**config.mk**
```make
export PLATFORM = sky130hd
export DESIGN_NAME = uart_tx_sched
export DESIGN_NICKNAME = d
export VERILOG_FILES = /design/src/rtl/uart_pkg.sv /design/src/rtl/uart_tx_sched_rr_pick.sv /design/src/rtl/uart_tx_sched.sv
export SDC_FILE = /design/constraint.sdc
export NUM_CORES = 1
export LEC_CHECK = 0
export CORE_UTILIZATION = 44
export CTS_BUF_LIST = sky130_fd_sc_hd__clkbuf_8
export DETAILED_ROUTE_END_ITERATION = 10
export GPL_TIMING_DRIVEN = 0
export PLACE_DENSITY_LB_ADDON = 0.12
export SYNTH_ARGS = -nofsm -noshare
export SYNTH_HDL_FRONTEND = slang
export SYNTH_HIERARCHICAL = 1
export SYNTH_SLANG_ARGS = --single-unit
```
**constraint.sdc**
```tcl
create_clock -name clk -period 4.5 [get_ports clk]
set_clock_uncertainty 0.2 [all_clocks]
set_input_delay 1.125 -clock clk [delete_from_list [all_inputs] [get_ports clk]]
set_output_delay 1.125 -clock clk [all_outputs]
set_load 0.02 [all_outputs]
```
**src/rtl/uart_pkg.sv**
```systemverilog
// Shared types and helpers for the uart_tx scheduler.
package uart_pkg;

  // Scheduler phases: arbitrate, pulse write, wait for the frame to start,
  // wait for it to end, then acknowledge.
  typedef enum logic [2:0] {
    IDLE = 3'd0,
    ARB  = 3'd1,
    WRH  = 3'd2,
    WRL  = 3'd3,
    BUSY = 3'd4,
    DONE = 3'd5
  } sched_st_t;

  // Cycles to wait for tx_idle to fall after write falls.
  localparam int DEF_TMO = 64;

  // Bits needed to hold 0..max_val, never fewer than one.
  function automatic int cnt_width(input int max_val);
    return (max_val < 2) ? 1 : $clog2(max_val + 1);
  endfunction

  // Index wrap for round-robin arithmetic; a is always below 2*n.
  function automatic int rr_wrap(input int a, input int n);
    return (a >= n) ? a - n : a;
  endfunction

endpackage

```
**src/rtl/uart_tx_sched_rr_pick.sv**
```systemverilog
// Round-robin picker: first set request scanning from i_ptr upward, mod N.
module rr_pick
  import uart_pkg::*;
#(
  parameter int N     = 4,
  parameter int PTR_W = $clog2(N)
) (
  input  logic [N-1:0]     i_req,
  input  logic [PTR_W-1:0] i_ptr,
  output logic [N-1:0]     o_onehot,
  output logic [PTR_W-1:0] o_idx,
  output logic             o_valid
);

  // Slot visited at scan step k, starting from the pointer.
  function automatic logic [PTR_W-1:0] slot(input logic [PTR_W-1:0] ptr, input int k);
    return PTR_W'(rr_wrap(int'(ptr) + k, N));
  endfunction

  // Scan farthest-first so the slot nearest the pointer is written last and wins.
  always_comb begin
    // NOTE: every output gets a default before the loop so no path leaves one
    // unassigned; otherwise synthesis would infer a latch.
    o_onehot = '0;
    o_idx    = '0;
    o_valid  = 1'b0;
    for (int k = N - 1; k >= 0; k--) begin
      if (i_req[slot(i_ptr, k)]) begin
        o_onehot                 = '0;
        o_onehot[slot(i_ptr, k)] = 1'b1;
        o_idx                    = slot(i_ptr, k);
        o_valid                  = 1'b1;
      end
    end
  end

endmodule

```
**src/rtl/uart_tx_sched.sv**
```systemverilog
// Round-robin scheduler sharing one uart_tx among N byte producers.
module uart_tx_sched
  import uart_pkg::*;
#(
  parameter int N     = 4,
  parameter int WR_HI = 1,
  parameter int TMO   = DEF_TMO
) (
  input  logic            clk,
  input  logic            rst,
  input  logic            setb,
  input  logic [N-1:0]    req,
  input  logic [N*8-1:0]  req_data,
  input  logic [N*16-1:0] req_div,
  output logic [N-1:0]    ack,
  output logic [N-1:0]    err,
  output logic [N-1:0]    grant,
  output logic            tx_write,
  output logic [7:0]      tx_data,
  output logic [15:0]     tx_div,
  input  logic            tx_idle,
  output logic            busy
);

  localparam int PTR_W  = $clog2(N);
  localparam int CNT_W  = cnt_width(TMO);
  localparam int HCNT_W = cnt_width(WR_HI);

  sched_st_t          r_state;
  sched_st_t          w_state_nx;
  logic               w_tmo_hit;

  logic [N-1:0]       r_grant;
  logic [N-1:0]       r_ack;
  logic [N-1:0]       r_err;
  logic               r_tx_write;
  logic [7:0]         r_tx_data;
  logic [15:0]        r_tx_div;
  logic               r_busy;
  logic [PTR_W-1:0]   r_rr_ptr;
  logic [PTR_W-1:0]   r_widx;
  logic [CNT_W-1:0]   r_cnt;
  logic [HCNT_W-1:0]  r_hcnt;
  logic               r_tmo;

  logic [N-1:0]       w_pick_onehot;
  logic [PTR_W-1:0]   w_pick_idx;
  logic               w_pick_valid;

  rr_pick #(.N(N), .PTR_W(PTR_W)) u_pick (
    .i_req    (req),
    .i_ptr    (r_rr_ptr),
    .o_onehot (w_pick_onehot),
    .o_idx    (w_pick_idx),
    .o_valid  (w_pick_valid)
  );

  // State register; setb=0 holds the FSM where it is.
  always_ff @(posedge clk or posedge rst) begin
    // NOTE: clocked state uses non-blocking assignments so every register
    // samples pre-edge values, independent of statement order.
    if (rst)       r_state <= IDLE;
    else if (setb) r_state <= w_state_nx;
  end

  // Next-state decode and the timeout decision taken in WRL.
  always_comb begin
    w_state_nx = r_state;
    w_tmo_hit  = 1'b0;
    case (r_state)
      IDLE: if (|req && tx_idle) w_state_nx = ARB;
      ARB:  w_state_nx = w_pick_valid ? WRH : IDLE;
      WRH:  if (r_hcnt == HCNT_W'(WR_HI - 1)) w_state_nx = WRL;
      // The frame has started only once idle is seen low; a late fall is tolerated.
      WRL: begin
        if (!tx_idle) begin
          w_state_nx = BUSY;
        end else if (TMO != 0 && r_cnt == CNT_W'(TMO - 1)) begin
          w_state_nx = DONE;
          w_tmo_hit  = 1'b1;
        end
      end
      // Frame length depends on the divider, so no timeout here.
      BUSY:    if (tx_idle) w_state_nx = DONE;
      DONE:    w_state_nx = IDLE;
      default: w_state_nx = IDLE;
    endcase
  end

  // Datapath and registered outputs; all frozen while setb=0.
  always_ff @(posedge clk or posedge rst) begin
    if (rst) begin
      r_grant    <= '0;
      r_ack      <= '0;
      r_err      <= '0;
      r_tx_write <= 1'b0;
      r_tx_data  <= '0;
      r_tx_div   <= '0;
      r_busy     <= 1'b0;
      r_rr_ptr   <= '0;
      r_widx     <= '0;
      r_cnt      <= '0;
      r_hcnt     <= '0;
      r_tmo      <= 1'b0;
    end else if (setb) begin
      r_ack      <= '0;
      r_err      <= '0;
      r_tx_write <= (w_state_nx == WRH);
      r_busy     <= (w_state_nx != IDLE);
      case (r_state)
        // tx_data/tx_div are captured here only and held until the next ARB,
        // since uart_tx reads data at load and the divider on every bit.
        ARB: begin
          if (w_pick_valid) begin
            r_grant   <= w_pick_onehot;
            r_widx    <= w_pick_idx;
            r_tx_data <= req_data[int'(w_pick_idx)*8 +: 8];
            r_tx_div  <= req_div[int'(w_pick_idx)*16 +: 16];
            r_tmo     <= 1'b0;
            r_hcnt    <= '0;
            r_cnt     <= '0;
          end else begin
            r_grant <= '0;
          end
        end
        WRH: r_hcnt <= r_hcnt + 1'b1;
        WRL: begin
          if (w_tmo_hit)       r_tmo <= 1'b1;
          else if (r_cnt != '1) r_cnt <= r_cnt + 1'b1;
        end
        // Release the UART and move priority just past the served producer.
        DONE: begin
          r_ack    <= r_grant;
          r_err    <= r_tmo ? r_grant : '0;
          r_grant  <= '0;
          r_rr_ptr <= PTR_W'(rr_wrap(int'(r_widx) + 1, N));
        end
        default: ;
      endcase
    end
  end

  assign ack      = r_ack;
  assign err      = r_err;
  assign grant    = r_grant;
  assign tx_write = r_tx_write;
  assign tx_data  = r_tx_data;
  assign tx_div   = r_tx_div;
  assign busy     = r_busy;

endmodule

```
==> impl_metrics.py, run 1 <==
metrics = {
    "floorplanning": {
        "die_h_um": 89.8,
        "core-area_mm2": 0.00737,
        "boundaryPins": 142,
        "dieArea_mm2": 0.00807,
        "row_count": 31,
        "die_w_um": 89.8,
        "start_util_pct": 46.0,
    },
    "routing": {
        "drt_first_iter_violations": 144,
        "ant_nets": 0,
        "dr.pass1.iters": 4,
        "wl_um": 8930,
        "via_count": 2995,
        "viasPerCell": 5.65,
        "drc": 0,
        "wire_per_inst_um": 16.8,
    },
    "synthesis": {
        "syn_inst": 282,
        "synth.avg_cell_area_um2": 12.0,
        "syn_area_mm2": 0.00339,
        "async_flop_share_pct": 100,
        "synth_edf_count": 0,
        "yosys_register_bits": 54,
        "synth_nets": 395,
        "ys_types": 52,
        "seq_area_frac_synth_pct": 39.8,
        "synth_top_flop_cell": "dfrtp_1",
        "ys.warnings.count": 6,
    },
    "layout": {
        "fin_cells": 530,
        "diodes": 0,
        "drive_above_1_share_pct": 18.8,
        "syn2layout_area_growth_pct": 48.3,
        "nets": 543,
        "fillers": 555,
    },
    "cts": {
        "clk_pin_slew_ns": 0.10,
        "cts_tree": "yes",
        "postCtsSetupBuffers": 0,
        "cts_inserted_buffers": 5,
        "clk_path_buf_depth": 2,
        "htreeDepth": 2,
        "clock_sinks": 54,
        "holdBufCountCts": 0,
        "root_buffer": "clkbuf_8",
        "worstSkewPairLatency_ns": 0.30,
        "cts-resized-gates": 0,
    },
    "global_route": {
        "grt_max_degree": 36,
        "grt_pass1_vias": 3190,
        "grt_pass1_wl_um": 14900,
        "antenna_found_initial": 0,
        "grt_overflow": 0,
        "grt.total_usage_pct": 23.1,
    },
    "worst_setup_path": {
        "cp-start-kind": "input pin",
        "arrival_ns": 4.10,
        "crit_path_max_fanout": 10,
        "cp-startpoint": "req[1]",
        "worstReg2RegStart": "r_rr_ptr[0]",
        "critPathKind": "input pin to flop",
        "end_kind": "flop",
        "cp.required_ns": 4.50,
    },
    "place": {
        "hpwl_um": 7110,
        "dp.cells": 522,
        "gp_congestion": 0.837,
        "io_buffer_count": 140,
    },
    "outcome": {
        "status": "finished clean",
    },
    "power_and_ir_drop": {
        "p_leak_nw": 2.00,
        "powerDensity_mw_per_mm2": 589,
        "vdd.ir_drop.worst_uv": 394,
    },
    "run": {
        "max_cap_violations": 0,
    },
    "hold_path": {
        "min_from": "r_widx[0]",
        "hold_class": "flop to flop",
    },
    "timing": {
        "tightest_slew_ns": 0.924,
        "timing.setup.tns_ns": 0,
        "final-hold-violation-count": 0,
        "rsz0062_at_grt": "no",
        "max_freq_mhz": 244,
        "relSlewSlack_pct": 37.9,
        "post-route-period-util_pct": 91.2,
        "period_minus_slack_ns": 4.11,
        "setup_viol_count_final": 0,
        "drv_slew": 0,
    },
}
==> Yosys cell counts (6+ instances only) <==
cell type,instances,area (um^2)
a21oi_1,10,50.1
o211ai_1,6,45.0
dfrtp_1,54,1350
mux2_2,29,327
nand2_1,9,33.8
ha_1,9,113
a22o_1,12,105
clkbuf_1,8,30.0
o21ai_0,11,55.1
mux4_2,24,541
inv_1,9,33.8
buf_2,8,40.0
nor2_1,14,52.6
==> per-layer routing <==
layer | vias to the layer above | part of all wire, % | GRT usage, %
met4 | 0 | 2.7 | 9.15
met5 | - | 0 | 0
met2 | 109 | 52 | 41.7
met1 | 1473 | 41 | 27.3
li1 | 1394 | - | -
met3 | 19 | 4.8 | 3.81
==> cell families after synthesis <==
family                     synth area share, %
DFF                                       39.8
and+or+nand+nor                           10.7
AOI/OAI and AO/OA                         13.6
adders and majority gates                 3.32
buffers and inverters                     4.17
muxes                                     28.1
xor gates and xnor gates                 0.258
==> placed cells by master (no fill, tap or decap), types with 9 or more instances in the layout <==
cell,count
o21ai_0,11
nand2_1,9
nor2_1,14
ha_1,9
dfrtp_1,54
clkdlybuf4s50_1,140
a21oi_1,10
mux2_2,29
mux4_2,24
a22o_1,12
==> flip-flops by register name, indices dropped and copies added, names as in the netlist <==
name / cells
ack: 4
busy: 1
err: 4
grant: 4
r_cnt: 7
r_hcnt: 1
r_rr_ptr: 2
r_state: 3
r_tmo: 1
r_widx: 2
tx_data: 8
tx_div: 16
tx_write: 1
==> power breakdown <==
group	switching, mW	total [mW]	internal [mW]
Combinational	0.886	1.88	0.994
Clock	0.157	0.281	0.124
Sequential	0.142	0.803	0.661
Total	1.18	2.96	1.78
==> through the flow <==
| step | hold slack, ns | instance area (um^2) | util (%) | worst slack, ns | power [mW] |
|---|---|---|---|---|---|
| 6_report | 0.310 | 5030 | 68.3 | 0.395 | 2.96 |
| 5_1_grt | 0.331 | 5030 | 68.3 | 0.211 | 3.16 |
| 4_1_cts | 0.308 | 5030 | 68.3 | 0.401 | 2.99 |
| 3_5_place_dp | 0.284 | 4940 | 67.0 | 0.0701 | 2.70 |
| 3_3_place_gp | 0.269 | 4920 | 66.7 | 0.104 | 2.65 |
| 2_1_floorplan | 0.254 | 3390 | - | 0.905 | 2.06 |
==> area by class of cell <==
type | count | area, um^2 | share of cell area [%]
Inverter | 10 | 37.5 | 0.746
Multi-Input combinational cell | 199 | 1900 | 37.8
Clock buffer | 6 | 82.6 | 1.64
Timing Repair Buffer | 141 | 1420 | 28.2
Buffer | 19 | 104 | 2.06
Tap cell | 99 | 124 | 2.46
Sequential cell | 54 | 1350 | 26.8
Clock inverter | 2 | 12.5 | 0.249
==> path summary, 6_finish.rpt <==
path / endpoint / slack (ns) / depth (start not counted)
worst min-delay path: r_rr_ptr[0] / 0.31 / 1
min in group asynchronous: tx_data[4] / 0.94 / 2
worst min register to register: r_rr_ptr[0] / 0.31 / 1
worst max register to register: tx_div[4] / 0.80 / 11
worst max-delay path: tx_div[4] / 0.39 / 10
max in group asynchronous: err[1] / 2.64 / 3
==> worst max-delay path, cell delays in order <==
cell             delay (ns)
clkdlybuf4s50_1        0.46
buf_2                  0.19
mux2i_1                0.16
mux2_2                 0.35
o211ai_1               0.22
o21a_1                 0.15
buf_2                  0.23
buf_2                  0.37
mux4_2                 0.57
mux2_2                 0.28
Note: power is estimated with default switching activity, not from simulation.
==> run 2: changes to the inputs <==
--- a/config.mk
+++ b/config.mk
@@ -5,8 +5,10 @@
 export SDC_FILE = /design/constraint.sdc
 export NUM_CORES = 1
 export LEC_CHECK = 0
-export CORE_UTILIZATION = 44
+export CORE_MARGIN = 5
+export CORE_UTILIZATION = 40
 export CTS_BUF_LIST = sky130_fd_sc_hd__clkbuf_8
+export CTS_CLUSTER_SIZE = 12
 export DETAILED_ROUTE_END_ITERATION = 10
 export GPL_TIMING_DRIVEN = 0
 export PLACE_DENSITY_LB_ADDON = 0.12
==> constraint.sdc (replaced) <==
create_clock -name clk -period 3.4 [get_ports clk]
set_clock_uncertainty 0.2 [all_clocks]
set_input_delay 0.85 -clock clk [delete_from_list [all_inputs] [get_ports clk]]
set_output_delay 0.85 -clock clk [all_outputs]
set_load 0.02 [all_outputs]
==> run 2 against run 1 <==
Flip-flop and latch count did not move. Total power rose by 47%. Non-clock buffer count rose by 11. Worst hold slack got worse by 0.0033 ns. First-iteration DRC count fell by 28%. Setup slack got worse by 0.20 ns. Combinational power rose by 49%. Utilization fell by 4.4 points. Clock power rose by 80%. Die area rose by 29%. Via count rose by 0.63%. Sequential share of layout area fell by 1.2 points. Largest power group unchanged. Highest routed layer unchanged.
==> impl_metrics.py, run 2 (synthesis gave the netlist of run 1 again) <==
metrics = {
    "outcome": {
        "status": "finished clean",
    },
    "floorplanning": {
        "start_util_pct": 41.1,
        "die_w_um": 102,
        "row_count": 33,
        "core-area_mm2": 0.00826,
        "dieArea_mm2": 0.0104,
        "boundaryPins": 142,
        "die_h_um": 102,
    },
    "timing": {
        "post-route-period-util_pct": 94.3,
        "rsz0062_at_grt": "no",
        "period_minus_slack_ns": 3.21,
        "setup_viol_count_final": 0,
        "relSlewSlack_pct": 40.5,
        "timing.setup.tns_ns": 0,
        "max_freq_mhz": 312,
        "final-hold-violation-count": 0,
        "drv_slew": 0,
        "tightest_slew_ns": 0.886,
    },
    "cts": {
        "root_buffer": "clkbuf_8",
        "clock_sinks": 54,
        "worstSkewPairLatency_ns": 0.31,
        "clk_pin_slew_ns": 0.10,
        "cts_tree": "yes",
        "cts_inserted_buffers": 5,
        "clk_path_buf_depth": 2,
        "holdBufCountCts": 0,
        "htreeDepth": 2,
    },
    "global_route": {
        "antenna_found_initial": 0,
        "grt_pass1_vias": 3214,
        "grt_overflow": 0,
        "grt_pass1_wl_um": 15100,
        "grt_max_degree": 32,
        "grt.total_usage_pct": 18.2,
    },
    "power_and_ir_drop": {
        "fin_total_pwr_mw": 4.35,
        "p_leak_nw": 2.14,
        "vdd.ir_drop.worst_uv": 577,
        "powerDensity_mw_per_mm2": 825,
    },
    "worst_setup_path": {
        "critPathKind": "flop to flop",
        "cp-start-kind": "flop",
        "crit_path_max_fanout": 10,
        "arrival_ns": 3.21,
        "end_kind": "flop",
        "cp.required_ns": 3.40,
    },
    "layout": {
        "final_cell_mix": "clkdlybuf4s50_1 (136), dfrtp_1 (52), mux2_2 (28), mux4_2 (24), nor2_1 (14)",
        "layout_commonest_cell": "clkdlybuf4s50_1",
        "largest_reg_flops": 16,
        "diodes": 0,
        "fillers": 667,
        "register_area_mm2": 0.00135,
        "syn2layout_area_growth_pct": 55.5,
        "drive_above_1_share_pct": 22.4,
        "nets": 554,
        "multi_input_area_mm2": 0.00191,
        "utilization_pct": 63.9,
    },
    "place": {
        "hpwl_um": 7600,
        "gp_congestion": 0.873,
        "io_buffer_count": 140,
    },
    "run": {
        "max_cap_violations": 0,
    },
    "routing": {
        "wire_per_inst_um": 17.3,
        "via_count": 3014,
        "drc": 0,
        "ant_nets": 0,
        "wl_um": 9450,
        "dr.pass1.iters": 4,
        "viasPerCell": 5.51,
        "drt_first_iter_violations": 104,
    },
    "hold_path": {
        "hold_class": "flop to flop",
    },
}
run 2: changes by cell type in the layout (fill, tap and decap cells not counted), moves of 2 or more:
cell	before	now
clkbuf_2	0	3
dfrtp_2	0	2
clkbuf_16	0	2
buf_2	8	3
clkbuf_1	8	5
clkdlybuf4s50_1	140	136
bufinv_16	0	2
buf_4	0	8
dfrtp_1	54	52
buf_6	3	7
dlygate4sd2_1	0	2
buf_12	1	3
dlymetal6s2s_1	0	2
run 2: worst paths after layout:
path | from | endpoint | slack, ns | depth (start not counted)
max | r_rr_ptr[1] | tx_div[2] | 0.19 | 11
min | r_tmo | r_tmo | 0.31 | 2
max reg2reg | r_rr_ptr[1] | tx_div[2] | 0.19 | 11
min reg2reg | r_tmo | r_tmo | 0.31 | 2
max in group asynchronous | rst | r_rr_ptr[1] | 1.76 | 3
min in group asynchronous | rst | tx_data[3] | 0.69 | 2
run 2: per-stage QoR:
stage / instance area, um^2 / setup slack [ns] / hold WS (ns) / instances
global route: 5280 / 0.0134 / 0.334 / 547
finish: 5280 / 0.193 / 0.307 / 547
global placement: 4930 / -0.740 / 0.268 / 527
floorplan: 3390 / 0.0549 / 0.254 / 282
detailed placement: 4950 / -0.766 / 0.290 / 528
CTS: 5150 / 0.0272 / 0.315 / 538
run 2: layout make-up:
class,instances,share of cell area [%]
Timing Repair Buffer,152,29.3
Inverter,10,0.711
Clock buffer,5,1.30
Sequential cell,54,25.7
Tap cell,105,2.49
Clock inverter,3,1.30
Multi-Input combinational cell,199,36.3
Buffer,19,2.96
run 2: power breakdown:
| group | internal (mW) | leakage, nW | switching [mW] |
|---|---|---|---|
| combinational | 1.55 | 1.40 | 1.24 |
| clock | 0.295 | 0.0683 | 0.211 |
| sequential | 0.877 | 0.676 | 0.176 |
run 2: critical path, stage by stage, from the launching register on:
cell and delay [ns]:
dfrtp_2 0.50, inv_2 0.13, ha_1 0.33, buf_6 0.14, nor2_1 0.06, o31a_1 0.23
o32ai_1 0.24, o21a_1 0.16, buf_6 0.16, clkbuf_16 0.17, mux4_2 0.49, mux2_2 0.27
run 2: timing repair:
action                                  in CTS  in global routing
cloned                                       0                  2
buffers inserted                             2                  7
resized for setup                           19                  8
endpoints found under the setup margin      20                 26
pin swaps                                    0                  1
run 2: per-layer routing:
metal  GRT usage (%)  part of all wire [%]
met1            21.2                    39
met2            31.7                    51
met3            6.42                   8.4
met4            4.74                   1.6
met5               0                     0
